--- src/rtl/mdu_seq.sv ---
// rtl/mdu_seq.sv - iterative unsigned multiply/divide unit for the EX stage
// One shift-add or restoring-divide step per cycle; 32 steps per operation.
module mdu_seq #(
   parameter int XLEN = 32
) (
   input  logic            CLK,
   input  logic            RSTn,
   input  logic            EN,
   input  logic            start_in,
   input  logic [1:0]      op_in,
   input  logic [XLEN-1:0] opA_in,
   input  logic [XLEN-1:0] opB_in,
   input  logic            flush_in,
   output logic            stall_out,
   output logic            busy_out,
   output logic            done_out,
   output logic [XLEN-1:0] result_out
);

   typedef enum logic [1:0] {IDLE, CALC, DONE} state_t;

   state_t          state, state_nx;
   logic [1:0]      op_q;
   logic [XLEN-1:0] opnd_q;
   logic [XLEN-1:0] hi_q;
   logic [XLEN-1:0] lo_q;
   logic [5:0]      cnt_q;
   logic            div_zero;
   logic            accept;
   logic [XLEN:0]   mul_sum;
   logic [XLEN:0]   div_trial;

   assign div_zero = op_in[1] && (opB_in == '0);
   assign accept   = (state == IDLE) && start_in && !flush_in;

   // hi:lo is the product for multiplies and remainder:quotient for divides
   assign mul_sum   = {1'b0, hi_q} + (lo_q[0] ? {1'b0, opnd_q} : '0);
   assign div_trial = {hi_q, lo_q[XLEN-1]} - {1'b0, opnd_q};

   always_ff @(posedge CLK or negedge RSTn) begin
      if (!RSTn)
         state <= IDLE;
      else if (EN)
         state <= state_nx;
   end

   always_comb begin
      state_nx = state;
      if (flush_in)
         state_nx = IDLE;
      else begin
         case (state)
            IDLE:    if (start_in) state_nx = div_zero ? DONE : CALC;
            CALC:    if (cnt_q == 6'd31) state_nx = DONE;
            DONE:    state_nx = IDLE;
            default: state_nx = IDLE;
         endcase
      end
   end

   always_ff @(posedge CLK or negedge RSTn) begin
      if (!RSTn) begin
         op_q   <= '0;
         opnd_q <= '0;
         hi_q   <= '0;
         lo_q   <= '0;
         cnt_q  <= '0;
      end else if (EN && !flush_in) begin
         case (state)
            IDLE: begin
               if (start_in) begin
                  op_q   <= op_in;
                  cnt_q  <= '0;
                  opnd_q <= op_in[1] ? opB_in : opA_in;
                  // divide by zero preloads the architectural results directly
                  hi_q   <= div_zero ? opA_in : '0;
                  lo_q   <= div_zero ? '1 : (op_in[1] ? opA_in : opB_in);
               end
            end
            CALC: begin
               cnt_q <= cnt_q + 6'd1;
               if (!op_q[1]) begin
                  hi_q <= mul_sum[XLEN:1];
                  lo_q <= {mul_sum[0], lo_q[XLEN-1:1]};
               end else if (!div_trial[XLEN]) begin
                  hi_q <= div_trial[XLEN-1:0];
                  lo_q <= {lo_q[XLEN-2:0], 1'b1};
               end else begin
                  hi_q <= {hi_q[XLEN-2:0], lo_q[XLEN-1]};
                  lo_q <= {lo_q[XLEN-2:0], 1'b0};
               end
            end
            default: ;
         endcase
      end
   end

   always_comb begin
      busy_out   = (state == CALC);
      done_out   = (state == DONE) && !flush_in;
      stall_out  = RSTn && (accept || (state == CALC));
      result_out = '0;
      if (done_out)
         result_out = op_q[0] ? hi_q : lo_q;
   end

endmodule

--- config.mk ---
export PLATFORM = sky130hd
export DESIGN_NAME = mdu_seq
export DESIGN_NICKNAME = d
export VERILOG_FILES = /design/src/rtl/mdu_seq.sv
export SDC_FILE = /design/constraint.sdc
export NUM_CORES = 1
export LEC_CHECK = 0
export ABC_AREA = 1
export BUFFER_PORTS_ARGS = -buffer_cell sky130_fd_sc_hd__buf_2
export CORE_MARGIN = 1
export CORE_UTILIZATION = 50
export CTS_CLUSTER_DIAMETER = 80
export DETAILED_ROUTE_END_ITERATION = 16
export PLACE_DENSITY = 0.76
export SLEW_MARGIN = 20
export SYNTH_ARGS = -nofsm -noshare
export SYNTH_HDL_FRONTEND = slang
export SYNTH_SLANG_ARGS = --single-unit
--- constraint.sdc ---
create_clock -name CLK -period 5.95 [get_ports CLK]
set_input_delay 0.8925 -clock CLK [delete_from_list [all_inputs] [get_ports CLK]]
set_output_delay 0.8925 -clock CLK [all_outputs]
set_load 0.02 [all_outputs]
# == Word level (Yosys, flattened, before mapping) ==
# Index checks and enable logic that the tools add are counted.
# word_totals
rom_bits,0
ram_bits,0
mem_count,0
latchBits,0
in_bits,71
word_cells,51
register_bits,106
# classes
reduce_logical,14
div_mod_pow,0
n_lt_le_gt_ge,0
shift,0
multipliers,0
n_bitwise,0
addsub,3
eq_ne,6
mux,22
# ops
operator,n
2-to-1 mux 32 bit,12
one-hot mux 32 bit (2 select lines),2
adder 32 x 32 -> 33 bit,1
subtractor 33 x 32 -> 33 bit,1
logical NOT 32 bit,1
one-hot mux 6 bit (2 select lines),1
AND reduction 3 bit,3
2-to-1 mux 2 bit,4
"adder 6 x 1 -> 6 bit, second input constant",1
"equality test 6 x 5 -> 1 bit, second input constant",1
logical AND 1 bit,6
2-to-1 mux 6 bit,1
one-hot mux 2 bit (2 select lines),1
"inequality test 3 x 2 -> 1 bit, second input constant",1
"inequality test 3 bit, second input constant",1
"equality test 2 x 1 -> 1 bit, second input constant",1
"equality test 2 bit, second input constant",1
logical NOT 2 bit,1
"inequality test 2 bit, second input constant",1
nonzero test 2 bit,1
logical NOT 1 bit,1
logical OR 1 bit,1
2-to-1 mux 1 bit,1

# == Depth between registers and ports, before layout ==
# logic_depth
ltp_word,6
mapped_depth,21

# == Worst setup path before layout ==
# Ideal clock, no wire load.
# synth_path
kind,input to output
start,in flush_in
end,out result_out[10]
slack_ns,2.887
cell_stages,4
t_arrival_ns,2.170
required_ns,5.058
path_cell_list,nor3_1 inv_1 clkbuf_1 nor2_1
# synth_between
elab_chain_len,3
# synth_rtl
item,line,rtl
start: declaration,13,"input logic flush_in,"
logical NOT 1 bit,100,done_out = (state == DONE) && !flush_in;
logical AND 1 bit,100,
2-to-1 mux 32 bit,103,if (done_out)
end: declaration,17,output logic [XLEN-1:0] result_out
# Every way passes these cells.

# == Worst setup path after layout ==
# layout_path
start,reg lo_q[0]
end,reg hi_q[15]
# layout_between
elab_chain_len,4
# layout_rtl
item,line,rtl
start: declaration,26,logic [XLEN-1:0] lo_q;
start signal: assignment,77,lo_q <= div_zero ? '1 : (op_in[1] ? opA_in : opB_in);
start signal: assignment,84,"lo_q <= {mul_sum[0], lo_q[XLEN-1:1]};"
start signal: assignment,87,"lo_q <= {lo_q[XLEN-2:0], 1'b1};"
2-to-1 mux 32 bit,37,"assign mul_sum = {1'b0, hi_q} + (lo_q[0] ? {1'b0, opnd_q} : '0);"
adder 32 x 32 -> 33 bit,37,
2-to-1 mux 32 bit,82,if (!op_q[1]) begin
one-hot mux 32 bit (2 select lines),69,case (state)
end signal: assignment,76,hi_q <= div_zero ? opA_in : '0;
end signal: assignment,83,hi_q <= mul_sum[XLEN:1];
end signal: assignment,86,hi_q <= div_trial[XLEN-1:0];
end: declaration,25,logic [XLEN-1:0] hi_q;
# Every way passes these cells.
# A chain may end at the register's enable or synchronous reset.

==> impl_metrics.ini <==
[critical_path]
critPathRequiredTime_ps = 6200
crit_top_cell = nand2_1
slowest_delay_ps = 630
setup.worst_path.end_class = flip-flop
path_cells = buf_4 > nand2_1 > inv_1 > ha_1 > fa_1 > nand2_1 > a21oi_1 > nand3_1 > nand3_1 > nand2_1 > nand2_1 > nand2_1 > nand3_1 > nand2_1 > inv_1 > nand2_1 > nand2_1 > nand2_1
cp_max_fo = 23
crit_path_start_kind = flip-flop
worstSetupPathType = reg2reg
cp_data_arrival_time_ps = 3770
critical_path.slowest_cell = dfrtp_1

[power_and_ir_drop]
p_comb_frac = 0.719
clkPwrFrac = 0.084
p_int_uw = 3145
power_leakage_uw = 0.007839
fin_total_pwr_uw = 7774
power_switching_uw = 4630
power_frac_seq = 0.197
switching_share = 0.5955
vdd_ir_drop_max_v = 0.0004503
powerDensity_nw_per_um2 = 578.9

[timing]
worst_hold_slack_ps = 511.6
finalCriticalPeriod_ps = 3522
setup_violations = 0
tightest_slew_ps = 1110
fmaxAchievable_ghz = 0.2840
fin_tns_setup_ps = 0
relSlewSlack = 0.2584
fin_worst_skew_ps = 12.92
finalCritPeriodShare = 0.5919
rsz0062_at_grt = false
slew_viol_final = 0
hold_violations = 0

[detailed_routing]
via_count = 14650
drt_iter0_drc = 1702
dr.pass1.iters = 6
wl_mm = 45.03
viasPerCell = 5.642
antenna_left = 0
wire_per_inst_um = 17.34
drc_errors = 0

[synthesis]
synth_edf_count = 0
ys_types = 43
synth_cells = 2232
syn_avg_cell_area_sq_um = 5.589
ys_async_sr_fraction = 1.000
mappedNetlistArea_sq_um = 12480
synth_flop_cell = dfrtp_1
synth_nets = 2370
synth-seq-cells = 106
ys_seq_area_frac = 0.2126
ys_warn_count = 0

[global_routing]
grt_overflow = 0
first_global_vias = 13380
grt_start_max_net_pins = 104
use_met3 = 0.04935
grt_pass1_wl_mm = 71.60
grt_use_met1 = 0.5289
antenna_found_initial = 0
grt.total_usage = 0.3535
grtUsageMet2 = 0.5302
busiest_layer = met2

[die]
fp.dieW_um = 160.0
ioPinCount = 106
core_sq_um = 24390
core.rowCount = 57
start_util = 0.5115
dieArea_sq_um = 25590
die_y_um = 160.0

[run]
drv_cap = 0

[placed_design]
port_buffers = 105
place_congestion = 1.022
dpl.cell_count = 2580
dpl.hpwl_mm = 34.58

[clock_tree]
cts_resized = 0
post_cts_buffers = 0
path_clk_slew_ps = 80
hold_buffers = 0
clock_path_buffers = 2
numCtsBuffers = 9
clk_latency_ps = 360
htree_levels = 3
cts_tree = done
cts_sinks = 106
cts_root_buf = clkbuf_16

[final_layout]
nNetsFinal = 2405
layout-drive-gt1-share = 0.07174
syn_to_final_growth_pct = 7.652
final_cells = 2597

[status]
status = finished, final reports clean

[worst_hold_path]
min_path_type = in2async
==> worst paths after layout <==
path                       endpoint  depth (start not counted)  slack (ps)     start
hold reg to reg            lo_q[30]                          2         530  lo_q[30]
setup / recovery           hi_q[15]                         18        2430   lo_q[0]
max in group asynchronous   op_q[1]                          2        4130      RSTn
hold / removal             cnt_q[1]                          1         510      RSTn
setup reg to reg           hi_q[15]                         18        2430   lo_q[0]
min in group CLK           lo_q[30]                          2         530  lo_q[30]
==> routing by layer <==
layer | wire [um] | share of wire
met1 | 19930 | 0.44
met2 | 18910 | 0.42
met4 | 899 | 0.020
met3 | 5280 | 0.12
met5 | 0 | 0
==> cell usage after synthesis, drive strengths merged (2+ instances only) <==
cell    number  area, sq um
nand2      803         3044
inv        392         1471
nor2       181        679.4
o21ai      165        825.8
a21oi      141        709.4
dfrtp      106         2653
nand3      100        505.5
ha          65        813.3
o211ai      61        457.9
clkbuf      53        198.9
buf         38        188.9
nand3b      25        187.7
o31ai       23        172.7
nor3        19        95.09
nand4       16        106.4
xor2        14        122.6
nor4         5        37.53
or2          5        31.28
o21bai       4        30.03
and2         3        18.77
fa           2        40.04
xnor2        2        17.52
==> power by group through the flow <==
stage	clock (uW)	sequential [uW]	combinational, uW
finish	652	1530	5590
global route	674	1560	6270
CTS	648	1490	5450
detailed placement	0	1510	5410
global placement	0	1500	5350
floorplan	0	1240	4190
==> logic make-up (layout without fill, tap and decap cells) <==
group	count (synthesis)	count (layout)	share of synthesized area
and+or+nand+nor	1158	1158	0.3777
buffers and inverters	484	524	0.1493
AOI/OAI and AO/OA	400	400	0.1799
DFF	106	106	0.2126
adders and majority gates	67	67	0.06840
xor gates and xnor gates	16	16	0.01123
muxes	1	1	0.0008024
other	0	1	0
==> flip-flops by register name, summed over array words and instances, names as in the netlist <==
name,flops
cnt_q,6
hi_q,32
lo_q,32
op_q,2
opnd_q,32
state,2
==> cells in the final DEF, fill, tap and decap left out, types with 2 or more instances in the layout <==
| master | netlist | layout |
|---|---|---|
| a21oi_1 | 140 | 140 |
| and2_1 | 3 | 3 |
| buf_2 | 16 | 104 |
| buf_4 | 5 | 11 |
| clkbuf_16 | 0 | 9 |
| clkinv_4 | 0 | 3 |
| dfrtp_1 | 106 | 104 |
| fa_1 | 2 | 2 |
| ha_1 | 65 | 65 |
| inv_1 | 381 | 381 |
| inv_2 | 11 | 11 |
| inv_8 | 0 | 2 |
| nand2_1 | 795 | 795 |
| nand2_2 | 6 | 6 |
| nand2_4 | 2 | 2 |
| nand3_1 | 99 | 99 |
| nand3b_1 | 25 | 25 |
| nand4_1 | 15 | 15 |
| nor2_1 | 181 | 179 |
| nor2_4 | 0 | 2 |
| nor3_1 | 19 | 19 |
| nor4_1 | 4 | 4 |
| o211ai_1 | 61 | 61 |
| o21ai_0 | 157 | 157 |
| o21ai_1 | 8 | 8 |
| o21bai_1 | 4 | 4 |
| o31ai_1 | 23 | 23 |
| or2_2 | 4 | 4 |
| xnor2_1 | 2 | 2 |
| xor2_1 | 14 | 14 |
==> final cells by class <==
cell class / count / area [sq um]
antenna: 1 / 2.502
clock buffer: 9 / 225.2
timing repair buffer: 115 / 603.1
tap: 324 / 405.4
sequential: 106 / 2658
multi-input combinational: 1642 / 7975
inverter: 393 / 1475
fill: 2595 / 10960
clock inverter: 7 / 86.33
==> worst max-delay path, delay by kind of cell (launching register included) <==
family	cells	cell delay [ps]
buf+inv	3	540
compound gates	1	350
simple gates	12	1230
flops	1	630
fa+ha+maj	2	620
==> per-stage QoR <==
step | setup WS (ps) | utilization | area [sq um]
2_1_floorplan | 2887 | - | 12480
3_3_place_gp | 2391 | 0.5377 | 13110
3_5_place_dp | 2348 | 0.5377 | 13110
4_1_cts | 2585 | 0.5504 | 13430
5_1_grt | 2233 | 0.5505 | 13430
6_report | 2428 | 0.5506 | 13430
Note: power is estimated with default switching activity, not from simulation.
